===== config.mk =====
export PLATFORM = sky130hd
export DESIGN_NAME = decoder_seq
export DESIGN_NICKNAME = d
export VERILOG_FILES = /design/src/rtl/decoder_seq.sv
export SDC_FILE = /design/constraint.sdc
export NUM_CORES = 1
export LEC_CHECK = 0
export CORE_MARGIN = 2
export CORE_UTILIZATION = 58
export CTS_CLUSTER_SIZE = 14
export DETAILED_ROUTE_END_ITERATION = 6
export PLACE_DENSITY = 0.9
export SYNTH_ARGS = -nofsm -noshare
export SYNTH_HDL_FRONTEND = slang
export SYNTH_SLANG_ARGS = --single-unit

===== constraint.sdc =====
create_clock -name clk -period 3.21 [get_ports clk]
set_input_delay 0.642 -clock clk [delete_from_list [all_inputs] [get_ports clk]]
set_output_delay 0.642 -clock clk [all_outputs]
set_load 0.02 [all_outputs]

===== src/rtl/decoder_seq.sv =====
// Registered SEL_W-to-2^SEL_W one-hot decoder with three modes: static decode (hold),
// walking scan with wrap, and a timed pulse guarded by a busy flag.
module decoder_seq #(
    parameter int SEL_W     = 2,
    parameter int PULSE_LEN = 4
) (
    input  logic                    clk,
    input  logic                    rst_n,
    input  logic                    en,
    input  logic                    clr,
    input  logic                    load,
    input  logic [1:0]              mode,
    input  logic [SEL_W-1:0]        sel,
    output logic                    busy,
    output logic [(1<<SEL_W)-1:0]   y,
    output logic                    y_valid,
    output logic                    err
);

    localparam int OUT_W = 1 << SEL_W;
    localparam int CNT_W = 8;

    typedef enum logic [1:0] {
        IDLE  = 2'd0,
        HOLD  = 2'd1,
        SCAN  = 2'd2,
        PULSE = 2'd3
    } state_t;

    typedef enum logic [1:0] {
        M_DECODE = 2'b00,
        M_SCAN   = 2'b01,
        M_PULSE  = 2'b10,
        M_RSVD   = 2'b11
    } mode_t;

    state_t             state;
    logic [SEL_W-1:0]   idx;
    logic [SEL_W-1:0]   idx_next;
    logic [CNT_W-1:0]   cnt;

    function automatic logic [OUT_W-1:0] onehot(input logic [SEL_W-1:0] i);
        onehot    = '0;
        onehot[i] = 1'b1;
    endfunction

    // SEL_W-bit addition wraps OUT_W-1 back to 0 on its own.
    assign idx_next = idx + SEL_W'(1);

    // NOTE: state registers use non-blocking assignments so every register samples
    // the pre-edge values; blocking here would make later lines see updated state.
    always_ff @(posedge clk or negedge rst_n) begin
        if (!rst_n) begin
            state   <= IDLE;
            idx     <= '0;
            cnt     <= '0;
            y       <= '0;
            y_valid <= 1'b0;
            busy    <= 1'b0;
            err     <= 1'b0;
        end else if (en) begin
            err <= 1'b0;
            if (clr) begin
                state   <= IDLE;
                cnt     <= '0;
                y       <= '0;
                y_valid <= 1'b0;
                busy    <= 1'b0;
            end else if (load && !busy) begin
                unique case (mode_t'(mode))
                    M_DECODE: begin
                        idx     <= sel;
                        y       <= onehot(sel);
                        y_valid <= 1'b1;
                        state   <= HOLD;
                    end
                    M_SCAN: begin
                        idx     <= sel;
                        y       <= onehot(sel);
                        y_valid <= 1'b1;
                        state   <= SCAN;
                    end
                    M_PULSE: begin
                        idx     <= sel;
                        y       <= onehot(sel);
                        y_valid <= 1'b1;
                        cnt     <= CNT_W'(PULSE_LEN - 1);
                        busy    <= 1'b1;
                        state   <= PULSE;
                    end
                    M_RSVD: err <= 1'b1;
                endcase
            end else begin
                unique case (state)
                    IDLE, HOLD: ;
                    SCAN: begin
                        idx <= idx_next;
                        y   <= onehot(idx_next);
                    end
                    PULSE: begin
                        // The cycle that sees cnt==0 is the last y-high cycle.
                        if (cnt != '0) begin
                            cnt <= cnt - CNT_W'(1);
                        end else begin
                            y       <= '0;
                            y_valid <= 1'b0;
                            busy    <= 1'b0;
                            state   <= IDLE;
                        end
                    end
                endcase
            end
        end
    end

endmodule


==> impl_metrics.json <==
{
  "outcome": "finished, final reports clean",
  "cellInternalPower_mw": 0.431,
  "sequentialPowerShare_pct": 47.4,
  "slew_violations": 0,
  "detail_route.wirelength_um": 2390,
  "synth_top_area_cell": "dfrtp_1",
  "synth_most_common_cell": "dfrtp_1",
  "cts.sinks": 19,
  "post_cts_resized": 0,
  "net-switching-power_mw": 0.235,
  "detail_route.wl_per_cell_um": 13.6,
  "clock_slew_at_reported_path_ffs_ps": 90,
  "register_area_um2": 475,
  "post_synth_num_cell_types": 36,
  "crit_path_start_kind": "primary input",
  "min-delay-path-class": "flip-flop to flip-flop",
  "synth-edff-count": 0,
  "switching_share_pct": 35.3,
  "finish.instance_area_um2": 1440,
  "gp_congestion": 0.839,
  "coreArea_um2": 2000,
  "die_w_um": 50.3,
  "final-setup-viol-count": 0,
  "synth_area_leaders": "dfrtp_1 (38%), ha_1 (12%), a21oi_1 (4.8%), o31ai_1 (4.2%), inv_1 (3.9%)",
  "cap_viol_max_count": 0,
  "cts_max_level": 1,
  "power_frac_clock_pct": 17.5,
  "clk_root_buffer_cell": "clkbuf_4",
  "syn_nets": 154,
  "criticalPathCategory": "primary input to flip-flop",
  "cts_setup_buffers": 0,
  "post-route-drc-count": 0,
  "dp_hpwl_um": 1850,
  "synthArstFlopShare_pct": 100,
  "finalHoldViolations": 0,
  "final.period_utilization_pct": 77.9,
  "synth_cells": 133,
  "worst-endpoint-required_ps": 3420,
  "skew_ps": 10.2,
  "yosysTopAreaCellShare_pct": 38.2,
  "grt-ovfl-total": 0,
  "dieArea_um2": 2530,
  "count_of_warnings_emitted_by_yosys": 0,
  "pin_count": 16,
  "leak_pwr_nw": 0.638,
  "clock_tree_from_tritoncts": "done",
  "period_needed_ps": 2500,
  "grt_pass1_wl_um": 4280,
  "fin_nets": 171,
  "numPortBuffers": 15,
  "transition_time_at_the_pin_with_the_least_slew_margin_ps": 815,
  "cts_inserted_buffers": 3,
  "cts-root-to-sink-buffers": 2,
  "multi_input_area_um2": 693,
  "combinationalPowerShare_pct": 35.2,
  "clock_latency_ps": 290,
  "fin_tns_setup_ps": 0,
  "vias": 1042,
  "placed_area_um2": 1420,
  "grtUsageTotal_pct": 22.0,
  "postSynth.topFlopCell": "dfrtp_1",
  "drive_above_1_share_pct": 6.71,
  "flow.area_growth_from_synthesis_pct": 16.0,
  "critical_path.endpoint_type": "flip-flop",
  "postSynthRegisterBits": 19,
  "timing.max_slew.rel_slack_pct": 45.5,
  "synthesis.area_um2": 1240,
  "synth_sequential_area_ratio_pct": 38.2,
  "critPathMaxFanout": 13,
  "via_per_inst": 5.92,
  "postRouteAntennaNets": 0,
  "rows": 16,
  "fill_cells": 153,
  "clock.fmax_mhz": 400,
  "number_of_antenna_violations_at_the_first_check_in_global_routing": 0,
  "synth_common_cells": "dfrtp_1 (19), inv_1 (13), a21oi_1 (12), ha_1 (12), nand2_1 (10)",
  "first_pass_iters": 6,
  "power_density_nw_per_um2": 461,
  "grt_setup_unrepaired": "false",
  "peakVddDrop_mv": 0.283,
  "initialDrtViolationCount": 36,
  "die_height_um": 50.3,
  "syn-mean-instance-area_um2": 9.35,
  "diodes": 0,
  "grt_pass1_vias": 1034,
  "start_util_pct": 62.1,
  "overall_power_mw": 0.666,
  "grt_start_max_net_pins": 20,
  "worst_ep_arrival_time_ps": 2710,
  "cts_hold_repair.buffers": 0
}
==> worst paths after layout <==
kind | startpoint | to | slack (ps) | depth (start not counted)
worst min-delay path | y[1] | y[1] | 480 | 2
worst min register to register | y[1] | y[1] | 480 | 2
min in group asynchronous | rst_n | cnt[4] | 810 | 1
max in group asynchronous | rst_n | y[3] | 1890 | 1
worst max register to register | cnt[0] | cnt[7] | 1060 | 7
worst max-delay path | mode[0] | cnt[7] | 710 | 8
==> layout by cell type, fill, tap and decap left out, types with 2 or more instances in the layout <==
cell type / n
dfrtp_1: 19
clkdlybuf4s50_1: 15
inv_1: 13
a21oi_1: 12
ha_1: 12
nand2_1: 10
o21ai_0: 9
o31ai_1: 7
nor2_1: 4
or4_1: 4
o21ai_1: 4
a32oi_1: 4
or3_1: 3
nand2b_1: 3
nor3_1: 3
clkbuf_4: 3
nand3_1: 2
nor2b_1: 2
buf_4: 2
==> sequential cells by signal (all words and copies together) (netlist names) <==
signal / count
idx: 2
err: 1
y: 4
busy: 1
cnt: 8
y_valid: 1
state: 2
==> worst max-delay path, cell delays in order <==
cell	delay, ps
clkdlybuf4s50_1	490
inv_1	130
ha_1	190
and3b_1	170
o21a_1	290
a41oi_4	120
or4_1	520
a21oi_1	160
==> metrics by stage <==
stage                     hold slack [ps]  utilization, %  cells  setup WS, ps
after floorplan                       346               -    133          1160
after global placement                465            70.8    172           522
after detailed placement              466            70.8    172           416
after CTS                             487            72.1    176           726
after global routing                  517            72.1    176           563
final                                 479            72.1    176           708
==> power groups by stage <==
stage | clock network [mW] | registers, mW | logic (mW)
after floorplan | 0 | 0.321 | 0.153
after global placement | 0 | 0.315 | 0.220
after detailed placement | 0 | 0.319 | 0.233
after CTS | 0.119 | 0.315 | 0.235
after global routing | 0.131 | 0.322 | 0.265
final | 0.116 | 0.315 | 0.234
==> area by class of cell <==
type | instances | share of cell area [%]
multi-input cells | 96 | 48.0
clock buffers | 4 | 1.82
repair buffers | 17 | 11.4
inverters | 13 | 3.38
well taps | 27 | 2.34
flip-flops and latches | 19 | 33.0
==> routing by layer <==
metal,vias to the layer above,share of wire (%),track usage (%)
li1,516,-,-
met5,-,0,0
met3,2,5.0,5.36
met4,0,0.42,4.95
met1,493,44,26.3
met2,31,50,39.7
==> kinds of logic (layout without fill, tap and decap cells) <==
logic type               after synthesis  in the layout  synth area share, %
multiplexers                           2              2                 1.71
flip-flops                            19             19                 38.2
buffers and inverters                 18             34                 6.04
AND/OR/NAND/NOR                       37             37                 17.2
AO/OA/AOI/OAI                         45             45                 24.7
adder cells (fa/ha/maj)               12             12                 12.1
No activity file was read; power rests on OpenSTA's default activity.
